## config.mk

```make
export PLATFORM = sky130hd
export DESIGN_NAME = ac_byte_feeder
export DESIGN_NICKNAME = d
export VERILOG_FILES = /design/src/rtl/ac_feed_pkg.sv /design/src/rtl/ac_sync_fifo.sv /design/src/rtl/ac_byte_feeder.sv
export SDC_FILE = /design/constraint.sdc
export NUM_CORES = 1
export LEC_CHECK = 0
export BUFFER_PORTS_ARGS = -buffer_cell sky130_fd_sc_hd__buf_2
export CAP_MARGIN = 30
export CELL_PAD_IN_SITES_DETAIL_PLACEMENT = 0
export CELL_PAD_IN_SITES_GLOBAL_PLACEMENT = 2
export CORE_MARGIN = 5
export CORE_UTILIZATION = 30
export CTS_CLUSTER_SIZE = 14
export DETAILED_ROUTE_END_ITERATION = 10
export PLACE_DENSITY_LB_ADDON = 0.1
export RECOVER_POWER = 50
export SETUP_SLACK_MARGIN = 0.2
export SYNTH_ARGS = -nofsm -noshare
export SYNTH_HDL_FRONTEND = slang
export SYNTH_SLANG_ARGS = --single-unit
```

## constraint.sdc

```tcl
create_clock -name CLK -period 6.1 [get_ports CLK]
set_input_delay 0.915 -clock CLK [delete_from_list [all_inputs] [get_ports CLK]]
set_output_delay 0.915 -clock CLK [all_outputs]
set_load 0.02 [all_outputs]
```

## src/rtl/ac_feed_pkg.sv

```systemverilog
// Shared types and widths for the Aho-Corasick byte feeder.
package ac_feed_pkg;
  localparam int BYTE_W  = 8;
  localparam int ENTRY_W = BYTE_W + 1;
  localparam int GAP_W   = 4;

  typedef enum logic [1:0] {IDLE, FEED, GAP} feed_state_t;
endpackage

```

## src/rtl/ac_sync_fifo.sv

```systemverilog
// Single-clock fall-through FIFO; dout always shows the head entry.
module ac_sync_fifo #(
  parameter int DEPTH = 16,
  parameter int WIDTH = 9
) (
  input  logic             CLK,
  input  logic             RST,
  input  logic             push,
  input  logic             pop,
  input  logic [WIDTH-1:0] din,
  output logic [WIDTH-1:0] dout,
  output logic             full,
  output logic             empty
);
  localparam int AW = $clog2(DEPTH);

  logic [WIDTH-1:0] mem [DEPTH];
  logic [AW-1:0]    wr_ptr;
  logic [AW-1:0]    rd_ptr;
  logic [AW:0]      count;
  logic             do_push;
  logic             do_pop;

  assign full    = (count == (AW+1)'(DEPTH));
  assign empty   = (count == '0);
  // A full FIFO refuses pushes even when a pop frees a slot this cycle.
  assign do_push = push && !full;
  assign do_pop  = pop && !empty;
  assign dout    = mem[rd_ptr];

  always_ff @(posedge CLK or posedge RST) begin
    if (RST) begin
      wr_ptr <= '0;
      rd_ptr <= '0;
      count  <= '0;
    end else begin
      if (do_push) wr_ptr <= wr_ptr + 1'b1;
      if (do_pop)  rd_ptr <= rd_ptr + 1'b1;
      case ({do_push, do_pop})
        2'b10:   count <= count + 1'b1;
        2'b01:   count <= count - 1'b1;
        default: count <= count;
      endcase
    end
  end

  always_ff @(posedge CLK) begin
    if (do_push) mem[wr_ptr] <= din;
  end
endmodule

```

## src/rtl/ac_byte_feeder.sv

```systemverilog
// Buffers a text byte stream and sequences the matcher's EN / INITIALIZE protocol.
module ac_byte_feeder
  import ac_feed_pkg::*;
#(
  parameter int FIFO_DEPTH = 16,
  parameter int GAP_CYCLES = 1,
  parameter int CNT_W      = 16
) (
  input  logic              CLK,
  input  logic              RST,
  input  logic              IN_VALID,
  input  logic [BYTE_W-1:0] IN_DATA,
  input  logic              IN_LAST,
  output logic              IN_READY,
  input  logic              HOLD,
  output logic              EN,
  output logic              INITIALIZE,
  output logic [BYTE_W-1:0] STRING,
  output logic              BUSY,
  output logic              STREAM_DONE,
  output logic [CNT_W-1:0]  BYTE_COUNT
);
  feed_state_t        state;
  logic [GAP_W-1:0]   gap_cnt;
  logic [ENTRY_W-1:0] head;
  logic               full;
  logic               empty;
  logic               issue;
  logic               gap_last;
  logic               pop;
  logic               last_flag;
  logic               restart;

  assign IN_READY = !full && !RST;
  assign issue    = !empty && !HOLD;
  assign gap_last = (state == GAP) && (gap_cnt == '0);
  // The last byte's gap always returns to IDLE so STREAM_DONE gets its own cycle.
  assign pop      = issue && ((state == IDLE) || (gap_last && !last_flag));
  assign BUSY     = (state != IDLE) || !empty;

  ac_sync_fifo #(
    .DEPTH (FIFO_DEPTH),
    .WIDTH (ENTRY_W)
  ) u_fifo (
    .CLK   (CLK),
    .RST   (RST),
    .push  (IN_VALID && IN_READY),
    .pop   (pop),
    .din   ({IN_LAST, IN_DATA}),
    .dout  (head),
    .full  (full),
    .empty (empty)
  );

  always_ff @(posedge CLK or posedge RST) begin
    if (RST) begin
      state       <= IDLE;
      gap_cnt     <= '0;
      EN          <= 1'b0;
      INITIALIZE  <= 1'b0;
      STRING      <= '0;
      STREAM_DONE <= 1'b0;
      BYTE_COUNT  <= '0;
      last_flag   <= 1'b0;
      restart     <= 1'b0;
    end else begin
      EN          <= 1'b0;
      STREAM_DONE <= 1'b0;
      if (pop) begin
        state      <= FEED;
        EN         <= 1'b1;
        INITIALIZE <= 1'b0;
        STRING     <= head[BYTE_W-1:0];
        last_flag  <= head[BYTE_W];
        restart    <= 1'b0;
        // A new stream restarts the count; otherwise saturate at all-ones.
        if (restart)          BYTE_COUNT <= CNT_W'(1);
        else if (!(&BYTE_COUNT)) BYTE_COUNT <= BYTE_COUNT + 1'b1;
      end else begin
        case (state)
          FEED: begin
            state      <= GAP;
            INITIALIZE <= 1'b1;
            gap_cnt    <= GAP_W'(GAP_CYCLES - 1);
          end
          GAP: begin
            if (gap_cnt == '0) begin
              state      <= IDLE;
              INITIALIZE <= 1'b0;
              if (last_flag) begin
                STREAM_DONE <= 1'b1;
                restart     <= 1'b1;
              end
            end else begin
              gap_cnt <= gap_cnt - 1'b1;
            end
          end
          default: INITIALIZE <= 1'b0;
        endcase
      end
    end
  end
endmodule

```

# --- Word level (Yosys, flattened, before mapping) ---
# Memories as Yosys holds them, arrays and structs flattened. A register that Yosys moved wholly into a read port is not among the register bits.
# Index checks and enable logic that the tools add are counted.
word_totals:
  mem_count: 1
  wordCells: 78
  out_inout_bits: 29
  ram_bits: 144
  register_bits: 39
op_classes:
  n_bitwise: 1
  mux: 22
  n_addsub: 6
  reduce_logical: 30
  eq_ne: 8
mem_list:
  columns: ["memory", "depth", "word_bits", "rd", "rd_ports_with_merged_regs", "write_ports", "line", "rtl"]
  rows:
  - ["u_fifo.mem", 16, 9, 1, 1, 1, "ac_sync_fifo.sv:17", "logic [WIDTH-1:0] mem [DEPTH];"]
ops:
  columns: ["cell", "n"]
  rows:
  - ["$mux 16", 2]
  - ["$add 16x1->16 const B", 1]
  - ["$reduce_and 16->1", 1]
  - ["$mux 1", 13]
  - ["$reduce_bool 2->1", 6]
  - ["$pmux 5 s2", 1]
  - ["$add 4x1->4 const B", 2]
  - ["$logic_and 1x1->1", 8]
  - ["$pmux 4 s2", 1]
  - ["$reduce_and 3->1", 2]
  - ["$add 5x1->5 const B", 1]
  - ["$eq 5x5->1 const B", 1]
  - ["$logic_not 1->1", 5]
  - ["$logic_not 5->1", 1]
  - ["$sub 5x1->5 const B", 1]
  - ["$eq 2x1->1 const B", 2]
  - ["$eq 2x2->1 const B", 2]
  - ["$logic_not 4->1", 1]
  - ["$mux 2", 2]
  - ["$mux 4", 1]
  - ["$ne 2x2->1 const B", 2]
  - ["$pmux 2 s2", 1]
  - ["$reduce_and 2->1", 2]
  - ["$sub 4x1->4 const B", 1]
  - ["6 further kinds", 7]

# --- Logic depth before layout (Yosys ltp) ---
# Gate-level depths: netlist of the first run.
logic_depth:
  ltp_word: 8
  ltp_mapped: 17
  depth_no_buf: 14

# --- By module ---
# A second synthesis of the first run with hierarchy kept.
unflattened:
  cells_unflattened: 560
  area_unflattened_um2: 8212.9
modules_own_cells:
  columns: ["mod", "area_each_um2", "cells_per_inst", "instances"]
  rows:
  - ["ac_sync_fifo", 6396.1, 362, 1]
  - ["ac_byte_feeder", 1816.7, 198, 1]

# --- Worst setup path after synthesis of the first run ---
# OpenSTA, ideal clock, no wires.
synth_timing:
  path_kind: "input-to-reg"
  from: "input port RST"
  to: "register u_fifo.count[4]"
  required_ps: 5977
  t_arrival_ps: 2977
  n_path_buf: 2
  stages: 13
  slack_ps: 3000
  path_cell_list: "a21oi_1 > and2_1 > buf_2 > inv_1 > ha_1 > clkbuf_1 > xor2_1 > ha_1 > o211ai_1 > a21oi_1 > a31oi_1 > nor2_1 > xnor2_1"
synth_between:
  elab_chain_cells: 6
  word_cells_on_any_way: 8
  classes_between: "eq/ne (2); mux (1); reduce/logical (5)"
synth_lines:
  columns: ["item", "line", "rtl"]
  rows:
  - ["start: declaration", "ac_byte_feeder.sv:10", "input logic RST,"]
  - ["$logic_not 1->1 (no line) *", null, null]
  - ["$logic_and 1x1->1 *", "ac_byte_feeder.sv:34", "assign IN_READY = !full && !RST;"]
  - ["$logic_and 1x1->1 *", "ac_byte_feeder.sv:47", ".push (IN_VALID && IN_READY),"]
  - ["$logic_and 1x1->1 *", "ac_sync_fifo.sv:27", "assign do_push = push && !full;"]
  - ["$eq 2x1->1 or $eq 2x2->1 (tied branches)", "ac_sync_fifo.sv:39", "case ({do_push, do_pop})"]
  - ["$pmux 5 s2 or $reduce_bool 2->1 (tied branches)", null, null]
  - ["end signal: assignment", "ac_sync_fifo.sv:40", "2'b10: count <= count + 1'b1;"]
  - ["end signal: assignment", "ac_sync_fifo.sv:41", "2'b01: count <= count - 1'b1;"]
  - ["end signal: assignment", "ac_sync_fifo.sv:42", "default: count <= count;"]
  - ["end: declaration", "ac_sync_fifo.sv:20", "logic [AW:0] count;"]
# Mark *: on every way between the ends. The rest lies on a longest branch, timed or not.
# A chain may end at the register's enable or synchronous reset.

# --- Worst setup path in the final report of the first run ---
layout_timing:
  from: "register u_fifo.count[1]"
  to: "register u_fifo.count[4]"
layout_between:
  elab_chain_cells: 7
  word_cells_on_any_way: 16
  classes_between: "add/sub (2); eq/ne (3); mux (1); reduce/logical (10)"
layout_lines:
  columns: ["item", "line"]
  rows:
  - ["$eq 5x5->1 or $logic_not 5->1 (tied branches)", "ac_sync_fifo.sv:24, ac_sync_fifo.sv:25"]
  - ["$logic_not 1->1 (on tied branches)", null]
  - ["$logic_and 1x1->1 (on tied branches)", "ac_byte_feeder.sv:34, ac_byte_feeder.sv:35"]
  - ["$logic_and 1x1->1 (on tied branches)", "ac_byte_feeder.sv:47, ac_byte_feeder.sv:38"]
  - ["$logic_and 1x1->1 (on tied branches)", "ac_sync_fifo.sv:27, ac_sync_fifo.sv:28"]
  - ["$eq 2x1->1 or $eq 2x2->1 (tied branches)", "ac_sync_fifo.sv:39"]
  - ["$pmux 5 s2 or $reduce_bool 2->1 (tied branches)", null]
# Several ways; a longest one is shown, not always the timed one.

==> metrics.md, run 1 <==
| Metric | Value |
|---|---|
| Status | `complete, but fails checks` |
| Failing checks | `max-capacitance violations, max-slew violations` |
| Ys Warns | `0` |
| H-Tree Depth | `4` |
| First-pass GRT wire length | `around 28 mm` |
| Hold_ws | `0.4945 ns` |
| Via count | `4,333` |
| CTS Buffer Depth | `2` |
| Final Wtd Congestion | `0.6680` |
| M1 WL | `8.280 mm` |
| Setup bufs post-CTS | `0` |
| GRT Util Overall | `11.86%` |
| Layout area overhead | `14.12%` |
| Fillers | `around 2,600` |
| EDFF count, synth | `144` |
| Final Net Count | `roughly 570` |
| Ys async rst share | `25.00%` |
| DR iter-0 viols | `248` |
| Post-synth top area cell | `edfxtp_1` |
| Crit path time final | `between 3 and 4 ns` |
| TritonCTS clock tree | `built` |
| Cts bufs inserted | `17` |
| Layout cell share with drive strength beyond 1 | `approximately 20%` |
| Cell Pwr Density | `315.6 nW/µm²` |
| Max Fclk | `0.2787 GHz` |
| Final Hold Vio Count | `0` |
| Mapped Nets | `530` |
| DR WL/cell | `a little under 20 µm` |
| Highest metal used | `met4` |
| Final setup viols | `0` |
| Clk Tree Root Cell | `clkbuf_16` |
| Req. time, crit path | `6.42 ns` |
| Final core utilization | `34.57%` |
| Rel. slew slack | `-88.91%` |
| Count leader, synth | `edfxtp_1` |
| Post-Syn Area | `around 8000 µm²` |
| Avg Cell Area, Syn | `around 16 µm²` |
| Worst-skew pair later-pin latency | `0.44 ns` |
| Area share of the largest cell type after synthesis | `53.27%` |
| Setup_tns | `0 ns` |
| Highest ir drop seen on vdd | `0.1931 mV` |
| Metal2 WL | `8.427 mm` |
| RSZ-0062 raised after global routing | `no` |
| Number of gates resized after CTS | `0` |
| P_leak | `3.217 nW` |
| Sequential fraction of the synthesis area | `68.06%` |
| Top cells by area, synth | `edfxtp_1 (53%), dfrtp_1 (15%), mux4_2 (10%)` |
| Total Power | `about 2.9 mW` |
| Startpoint Class | `flip-flop` |
| # DRC | `0` |
| Die area | `30,450 µm²` |
| Antenna cells | `0` |
| Congestion Overflow GR | `0` |
| Ys flop type | `edfxtp_1` |
| Final period utilization | `between 50 and 60%` |
| Via density | `4.852` |
| Clk_skew | `approximately 0.014 ns` |
| Yosys reg bits | `192` |
| Reg area | `5527 µm²` |
| ANT nets after route | `0` |
| Hpwl dp | `11.01 mm` |
| Initial core utilization | `between 30% and 40%` |
| Multi-input logic area | `between 2000 and 2500 µm²` |
| Mapped Cells | `503` |
| Setup CP Type | `flip-flop to flip-flop` |
| Clock transition at path regs | `0.09 ns` |
| Clock sinks | `192` |
| Critical Path AT | `a little under 4 ns` |
| Largest net degree at the start of global routing | `50` |
| CP endpoint kind | `flip-flop` |
| Routed WL | `17.51 mm` |
| Tightest Pin Transition | `2.834 ns` |
| Die Y | `174.5 µm` |
| Met3 WL | `between 500 and 600 µm` |
| # port buffers | `41` |
| Rows | `60` |
| Critical path peak fanout | `49` |
| Pins Over Slew Limit | `49` |
| Hold Path Class | `flip-flop to flip-flop` |
| DRT Pass-1 Iters | `6` |
| Ports | `42` |
| Initial antenna violation count | `0` |
| Number of global-route vias before repair | `around 4,500` |
| Post-synth cell types | `51` |
| Maxcap violations | `1` |
| Die width | `around 170 µm` |
| Core box area | `26,800 µm²` |
| Post-cts hold buffer count | `0` |
| Synth cell count leaders | `edfxtp_1 (144), dfrtp_1 (48), mux4_2 (37)` |
[metal layers]
layer  vias to the layer above  global-route usage (%)
met2                        67                   19.34
li1                       2025                       -
met3                        13                   2.675
met1                      2228                   16.09
met5                         -                       0
met4                         0                   3.142
[placed cells by master (no fill, tap or decap), types with 5 or more instances in the layout]
cell type	count
mux4_2	37
xnor2_1	7
xor2_1	5
o21ai_0	26
buf_2	22
nand2_1	30
a21oi_1	14
ha_1	14
clkbuf_16	17
o31ai_1	17
mux2_2	8
and2_1	12
mux2i_1	8
or4_1	8
nand3_1	13
inv_1	17
clkinv_8	6
clkbuf_1	20
dfrtp_1	47
edfxtp_1	144
nor2_1	11
and3_1	10
inv_12	5
[power breakdown]
part / switching (mW) / internal (mW)
sequential: 0.0496 / 1.48
clock: 0.606 / 0.583
combinational: 0.126 / 0.0765
total: 0.782 / 2.14
[stage by stage]
| stage | instance area, µm² | instances | setup slack, ns |
|---|---|---|---|
| floorplan | 8118 | 503 | 3.000 |
| global route | 9264 | 893 | 1.987 |
| finish | 9264 | 893 | 2.513 |
| detailed placement | 8645 | 861 | 2.541 |
| CTS | 9298 | 893 | 2.582 |
| global placement | 8645 | 861 | 2.608 |
[logic make-up after synthesis]
family                   count (synthesis)  share of synthesized area (%)
adder cells (fa/ha/maj)                 14                          2.158
AND/OR/NAND/NOR                        107                          7.306
AO/OA/AOI/OAI                           80                          6.350
flip-flops                             192                          68.06
multiplexers                            53                          12.36
XOR/XNOR                                12                          1.295
buffers and inverters                   45                          2.466
[worst max-delay path, cell delays in order (launching register included)]
cell and delay [ns]:
dfrtp_1 0.46, nor4_1 0.62, a21oi_2 0.21, nand2_4 0.41, inv_1 0.34, ha_1 0.41
xor2_1 0.19, ha_1 0.23, o211ai_1 0.18, a21oi_1 0.09, a31oi_1 0.14, nor2_1 0.07
xnor2_1 0.12
[cell type report]
cell class	count	area share (%)
Clock inverter	15	2.458
Multi-Input combinational cell	266	25.76
Inverter	17	0.6888
Timing Repair Buffer	45	2.242
Clock buffer	17	4.592
Sequential cell	192	59.66
Tap cell	341	4.606
[state kept, by name, indices dropped and copies added (netlist names)]
register / flops
u_fifo.mem: 144
BYTE_COUNT: 16
STRING: 8
u_fifo.count: 5
gap_cnt: 4
u_fifo.rd_ptr: 4
u_fifo.wr_ptr: 4
state: 2
EN: 1
INITIALIZE: 1
STREAM_DONE: 1
last_flag: 1
restart: 1
[path summary, 6_finish.rpt]
kind / slack, ns / cells after the start / start / endpoint
max: 2.51 / 12 / u_fifo.count[1] / u_fifo.count[4]
min: 0.49 / 2 / STRING[2] / STRING[2]
max reg2reg: 2.51 / 12 / u_fifo.count[1] / u_fifo.count[4]
min reg2reg: 0.49 / 2 / STRING[2] / STRING[2]
max in group asynchronous: 2.74 / 3 / RST / u_fifo.rd_ptr[1]
min in group asynchronous: 1.55 / 3 / RST / EN
Note: power is estimated with default switching activity, not from simulation.
==> inputs of run 2 (changes only) <==
Clock period 6.1 ns to 2.94 ns, I/O delays scaled along.
==> run 2 against run 1 <==
  * The flow now finishes without violations
  * Routed wire length increased by 3.0%
  * Die area unchanged
  * Power up 110%
  * Setup slack lost 2.1 ns
  * Cell count up 2.6%
  * Fmax is 40% higher
  * Critical endpoint unchanged
  * Sequential share of layout area shrank 1.1 points
  * Clock skew up 0.0028 ns
  * First-iteration DRC count up 9.3%
==> metrics.md, run 2 (synthesis results as in run 1) <==
| Metric | Value |
|---|---|
| Flop pwr share | `between 50% and 60%` |
| Clk pwr share | `39.1%` |
| Initial antenna violation count | `0` |
| Rel. slew slack | `36.39%` |
| Final Net Count | `589` |
| Setup CP Type | `flip-flop to flip-flop` |
| # DRC | `0` |
| Cts bufs inserted | `17` |
| Final Hold Vio Count | `0` |
| Switching share of total power | `26.15%` |
| Via density | `4.843` |
| Final instance area | `9443 µm²` |
| Slowest stage delay, CP | `0.40 ns` |
| Tightest Pin Transition | `0.9541 ns` |
| TritonCTS clock tree | `built` |
| Most common cell after layout, fill and taps aside | `edfxtp_1` |
| CTS Buffer Depth | `2` |
| RSZ-0062 raised after global routing | `yes` |
| Largest net degree at the start of global routing | `~50` |
| Req. time, crit path | `3.26 ns` |
| # port buffers | `41` |
| Critical path peak fanout | `8` |
| Final period utilization | `87.16%` |
| Largest Register | `u_fifo.mem` |
| Placed Area | `slightly below 9000 µm²` |
| Hpwl dp | `11.92 mm` |
| ANT nets after route | `0` |
| Clk Tree Root Cell | `clkbuf_16` |
| Final core utilization | `35.23%` |
| Switching power total | `1.568 mW` |
| H-Tree Depth | `4` |
| Initial core utilization | `a little under a third` |
| Layout area overhead | `16.32%` |
| Die Y | `174.5 µm` |
| CP startpoint | `state[0]` |
| Largest regs | `u_fifo.mem x144, BYTE_COUNT x16, STRING x8` |
| Clk_skew | `0.01692 ns` |
| Max reg flops | `approximately 140` |
| Internal | `4.428 mW` |
| Worst-skew pair later-pin latency | `0.43 ns` |
| Clock sinks | `192` |
| Antenna cells | `0` |
| Critical Path AT | `around 2.9 ns` |
| DR iter-0 viols | `271` |
| Highest ir drop seen on vdd | `0.2909 mV` |
| Final Wtd Congestion | `around 0.73` |
| Max Fclk | `about 0.4 GHz` |
| Setup_tns | `0 ns` |
| Maxcap violations | `0` |
| Layout cell share with drive strength beyond 1 | `23.48%` |
| Pins Over Slew Limit | `0` |
| Cell Pwr Density | `635.0 nW/µm²` |
| Post-cts hold buffer count | `0` |
| Number of global-route vias before repair | `approximately 4,700` |
| DR WL/cell | `a little under 20 µm` |
| P_leak | `3.301 nW` |
| Via count | `4,436` |
| Rows | `60` |
| Combinational share of power | `7.6%` |
| Launch point of the worst reg-to-reg path | `state[0]` |
| Clock transition at path regs | `0.08 ns` |
| Hold Path Class | `input port to asynchronous set/reset pin` |
| Status | `finished, final reports clean` |
| Crit-path cells | `inv_1 -> ha_4 -> and4bb_4 -> a21o_4 -> nand2_4 -> inv_1 -> ha_4 -> xor2_1 -> ha_1 -> nor2b_1 -> o21ai_0 -> a31oi_1 -> nor2_1 -> xnor2_1` |
| CP endpoint kind | `flip-flop` |
| CP max-delay cell | `dfrtp_1` |
| Buf/Inv on CP | `2` |
| Core box area | `26,800 µm²` |
| R2r setup slk | `0.38 ns` |
| Die width | `174.5 µm` |
| Congestion Overflow GR | `0` |
| Crit path time final | `2.563 ns` |
| First-pass GRT wire length | `28.60 mm` |
| Startpoint Class | `flip-flop` |
| GRT Util Overall | `12.34%` |
| Routed WL | `18.04 mm` |
| Die area | `30,450 µm²` |
| DRT Pass-1 Iters | `4` |
| Ports | `42` |
| CP top delay family | `adder cells` |
| Commonest cells after routing, fill and taps aside | `edfxtp_1 (144), dfrtp_1 (46), mux4_2 (37)` |
| Final setup viols | `0` |
run 2: power groups by stage:
stage,registers (mW),clock network (mW),logic [mW]
finish,3.19,2.34,0.459
global route,3.22,2.55,0.515
CTS,3.19,2.42,0.471
detailed placement,3.25,0,0.469
global placement,3.25,0,0.464
floorplan,3.19,0,0.351
run 2: cell type report:
cell class / count / area (µm²)
fill: 2566 / 17360
sequential: 192 / 5528
multi-input combinational: 266 / 2435
tap: 341 / 426.7
clock buffer: 17 / 425.4
timing repair buffer: 68 / 382.9
clock inverter: 15 / 181.4
inverter: 17 / 63.81
run 2: worst paths after layout:
| check | end | cells past startpoint |
|---|---|---|
| setup reg to reg | u_fifo.count[4] | 14 |
| hold reg to reg | STRING[6] | 2 |
| min in group CLK | STRING[6] | 2 |
| max in group asynchronous | BYTE_COUNT[9] | 3 |
| setup / recovery | u_fifo.count[4] | 14 |
| hold / removal | state[1] | 2 |
run 2: metrics by stage:
step / instances / power, mW / worst slack, ns / hold slack, ns
3_3_place_gp: 883 / 3.711 / 0.2830 / 0.4772
4_1_cts: 915 / 6.087 / 0.2349 / 0.03846
5_1_grt: 916 / 6.277 / 0.1490 / 0.2612
3_5_place_dp: 883 / 3.722 / 0.2435 / 0.4793
6_report: 916 / 5.996 / 0.3774 / 0.1750
2_1_floorplan: 503 / 3.537 / 0.2049 / 0.4859
run 2: what timing repair did:
| item | in CTS | in global routing |
|---|---|---|
| resized for setup | 0 | 4 |
| endpoints found under the setup margin | 0 | 20 |
| setup buffers | 0 | 1 |
run 2: layer usage:
metal | wire length [µm] | GRT usage (%) | vias up | share of wire (%)
li1 | - | - | 2077 | -
met1 | 8378 | 16.62 | 2284 | 46
met2 | 8970 | 20.35 | 69 | 50
met3 | 578 | 3.088 | 6 | 3.2
met4 | 116 | 2.619 | 0 | 0.64
met5 | 0 | 0 | - | 0
==> inputs of run 3 (changes only) <==
Settings changed: SYNTH_HIERARCHICAL from default to 1.
==> run 3 against run 2 <==
  * The run now ends with max-capacitance violations, max-slew violations left
  * Clock power down 3%
  * Worst hold slack worse by 0.12 ns
  * Combinational power increased to 7.0 times the previous value
  * Critical path type unchanged
  * Critical endpoint is now u_fifo/count[4]
  * Largest cell class unchanged
  * Largest power group unchanged
==> metrics.md, run 3 <==
| Metric | Value |
|---|---|
| Max Fclk | `0.3470 GHz` |
| Clock sinks | `192` |
| Largest net degree at the start of global routing | `36` |
| ANT nets after route | `0` |
| Critical path peak fanout | `4` |
| Via density | `approximately 4.8` |
| Crit path depth | `14` |
| Die width | `175.5 µm` |
| Final setup viols | `0` |
| GRT Util Overall | `12.17%` |
| Hpwl dp | `12.68 mm` |
| Core box area | `approximately 27,000 µm²` |
| Reg area | `5527 µm²` |
| Final core utilization | `35.59%` |
| Slowest stage delay, CP | `0.38 ns` |
| RSZ-0062 raised after global routing | `yes` |
| Setup CP Type | `flip-flop to flip-flop` |
| Die area | `30,780 µm²` |
| Commonest cells after routing, fill and taps aside | `edfxtp_1 (144), nand2_1 (61), dfrtp_1 (47)` |
| Hold Path Class | `input port to asynchronous set/reset pin` |
| Multi-input logic area | `2510 µm²` |
| Routed WL | `approximately 18 mm` |
| TritonCTS clock tree | `built` |
| Yosys reg bits | `192` |
| # port buffers | `41` |
| Crit path time final | `slightly below 3 ns` |
| Layout area overhead | `16.79%` |
| Fin worst setup slack | `0.05776 ns` |
| Cts bufs inserted | `17` |
| Worst-skew pair later-pin latency | `0.44 ns` |
| P_leak | `3.499 nW` |
| Congestion Overflow GR | `0` |
| Final non-filler cell total | `around 980` |
| Initial antenna violation count | `0` |
| Rows | `60` |
| Ys Warns | `6` |
| Max reg flops | `around 140` |
| Hold_ws | `0.05849 ns` |
| Tightest Pin Transition | `2.035 ns` |
| First-pass GRT wire length | `28.71 mm` |
| Ys async rst share | `25.00%` |
| Mapped Cells | `560` |
| Req. time, crit path | `between 3 and 4 ns` |
| Final Hold Vio Count | `0` |
| Synth cell count leaders | `edfxtp_1 (144), nand2_1 (61), dfrtp_1 (48)` |
| Post-synth cell types | `55` |
| Ys flop type | `edfxtp_1` |
| Ports | `42` |
| Antenna cells | `0` |
| Failing checks | `max-capacitance violations, max-slew violations` |
| H-Tree Depth | `4` |
| Buf/Inv on CP | `2` |
| Avg Cell Area, Syn | `about 15 µm²` |
| Largest regs | `u_fifo/mem x144, BYTE_COUNT x16, STRING x8` |
| Die Y | `175.5 µm` |
| Maxcap violations | `1` |
| Status | `complete, but fails checks` |
| Cell total after placement | `947` |
| EDFF count, synth | `144` |
| DRT Pass-1 Iters | `4` |
| CP max-delay cell | `dfrtp_1` |
| DR WL/cell | `18.50 µm` |
| Most common cell after layout, fill and taps aside | `edfxtp_1` |
| CTS Buffer Depth | `2` |
| Fillers | `approximately 2,600` |
| Setup WS pre-CTS | `-0.1446 ns` |
| DR iter-0 viols | `about 230` |
| Number of global-route vias before repair | `4,827` |
| Clk_skew | `0.01483 ns` |
| CP endpoint kind | `flip-flop` |
| Via count | `roughly 4,800` |
| Highest ir drop seen on vdd | `0.2929 mV` |
| Setup_tns | `0 ns` |
| Mapped Nets | `about 590` |
| CP top delay family | `simple AND/OR/NAND/NOR gates` |
| Post-synth top area cell | `edfxtp_1` |
| Initial core utilization | `between 30% and 40%` |
| Final Net Count | `659` |
| Critical Path AT | `3.20 ns` |
| Cell Pwr Density | `951.1 nW/µm²` |
| Clock transition at path regs | `0.07 ns` |
| Layout cell share with drive strength beyond 1 | `between 20% and 30%` |
| Area share of the largest cell type after synthesis | `52.65%` |
| Pins Over Slew Limit | `36` |
| Top cells by area, synth | `edfxtp_1 (53%), dfrtp_1 (15%), mux4_2 (4.9%)` |
| Post-Syn Area | `8213 µm²` |
| Clk Tree Root Cell | `clkbuf_16` |
| # DRC | `0` |
| Largest Register | `u_fifo/mem` |
| Sequential fraction of the synthesis area | `67.28%` |
| Rel. slew slack | `-35.70%` |
| Final Wtd Congestion | `0.7127` |
| Final period utilization | `a little over nine tenths` |
| Startpoint Class | `flip-flop` |
| Crit-path cells | `nor4_2 -> and2b_2 -> or3b_4 -> o41a_1 -> clkinv_4 -> nor2b_4 -> ha_4 -> inv_4 -> fa_2 -> nor2b_1 -> o21ai_1 -> nand3_1 -> or3b_1 -> xnor2_1` |
| Count leader, synth | `edfxtp_1` |
| R2R depth | `14` |
==> run 3: changes by cell type in the layout (fill, tap and decap cells not counted), sizes merged, moves of 9 or more <==
cell	before	now
buf	42	53
nand2	31	62
o31ai	17	5
nor2	11	23
a221oi	0	9
mux4	37	18
mux2i	8	29
o21ai	26	39
==> run 3: final timing paths <==
check / slack [ns] / from / to
min: 0.06 / RST / u_fifo/count[4]
min in group CLK: 0.47 / STRING[1] / STRING[1]
max reg2reg: 0.06 / u_fifo/count[0] / u_fifo/count[4]
max in group asynchronous: 1.02 / RST / BYTE_COUNT[12]
min reg2reg: 0.47 / STRING[1] / STRING[1]
max: 0.06 / u_fifo/count[0] / u_fifo/count[4]
==> run 3: layer usage <==
layer	GRT usage, %	up-vias	routed length (µm)	share of wire [%]
met5	0	-	0	0
met2	20.34	76	9150	50
met1	16.13	2410	8312	46
li1	-	2257	-	-
met4	2.729	0	142	0.78
met3	3.056	11	595	3.3
==> run 3: worst register-to-register path: stages, from the launching register on <==
cell	delay (ns)
dfrtp_1	0.38
nor4_2	0.07
and2b_2	0.22
or3b_4	0.38
o41a_1	0.16
clkinv_4	0.07
nor2b_4	0.16
ha_4	0.19
inv_4	0.04
fa_2	0.34
nor2b_1	0.13
o21ai_1	0.08
nand3_1	0.06
or3b_1	0.36
xnor2_1	0.13
==> run 3: cell families after synthesis <==
logic type / count (synthesis) / synth area share (%)
multiplexers: 58 / 9.979
flip-flops: 192 / 67.28
AO/OA/AOI/OAI: 94 / 7.556
adder cells (fa/ha/maj): 16 / 2.529
buffers and inverters: 43 / 2.712
AND/OR/NAND/NOR: 147 / 8.882
XOR/XNOR: 10 / 1.066
==> run 3: per-stage QoR <==
step / area (µm²) / power, mW
floorplan: 8264 / 5.913
global placement: 8992 / 6.951
detailed placement: 8992 / 6.970
CTS: 9610 / 9.309
global route: 9592 / 9.758
finish: 9592 / 9.122
==> run 3: area by class of cell <==
| class | count | area share, % |
|---|---|---|
| clock buffers | 17 | 4.435 |
| clock inverters | 15 | 1.683 |
| inverters | 16 | 0.7044 |
| multi-input cells | 325 | 26.17 |
| flip-flops and latches | 192 | 57.62 |
| well taps | 341 | 4.448 |
| repair buffers | 78 | 4.944 |
==> run 3: repair_timing <==
action | in CTS | in global routing
gates resized for setup | 3 | 1
hold buffers | 0 | 0
buffers inserted | 3 | 0
endpoints found under the setup margin | 2 | 3
pin swaps | 4 | 0
==> run 3: report_power, final <==
part | total, mW | leakage (nW) | switching (mW) | internal (mW)
registers | 3.66 | 1.89 | 0.377 | 3.28
clock network | 2.27 | 0.286 | 1.13 | 1.14
logic | 3.20 | 1.32 | 1.81 | 1.39
total | 9.12 | 3.50 | 3.31 | 5.82
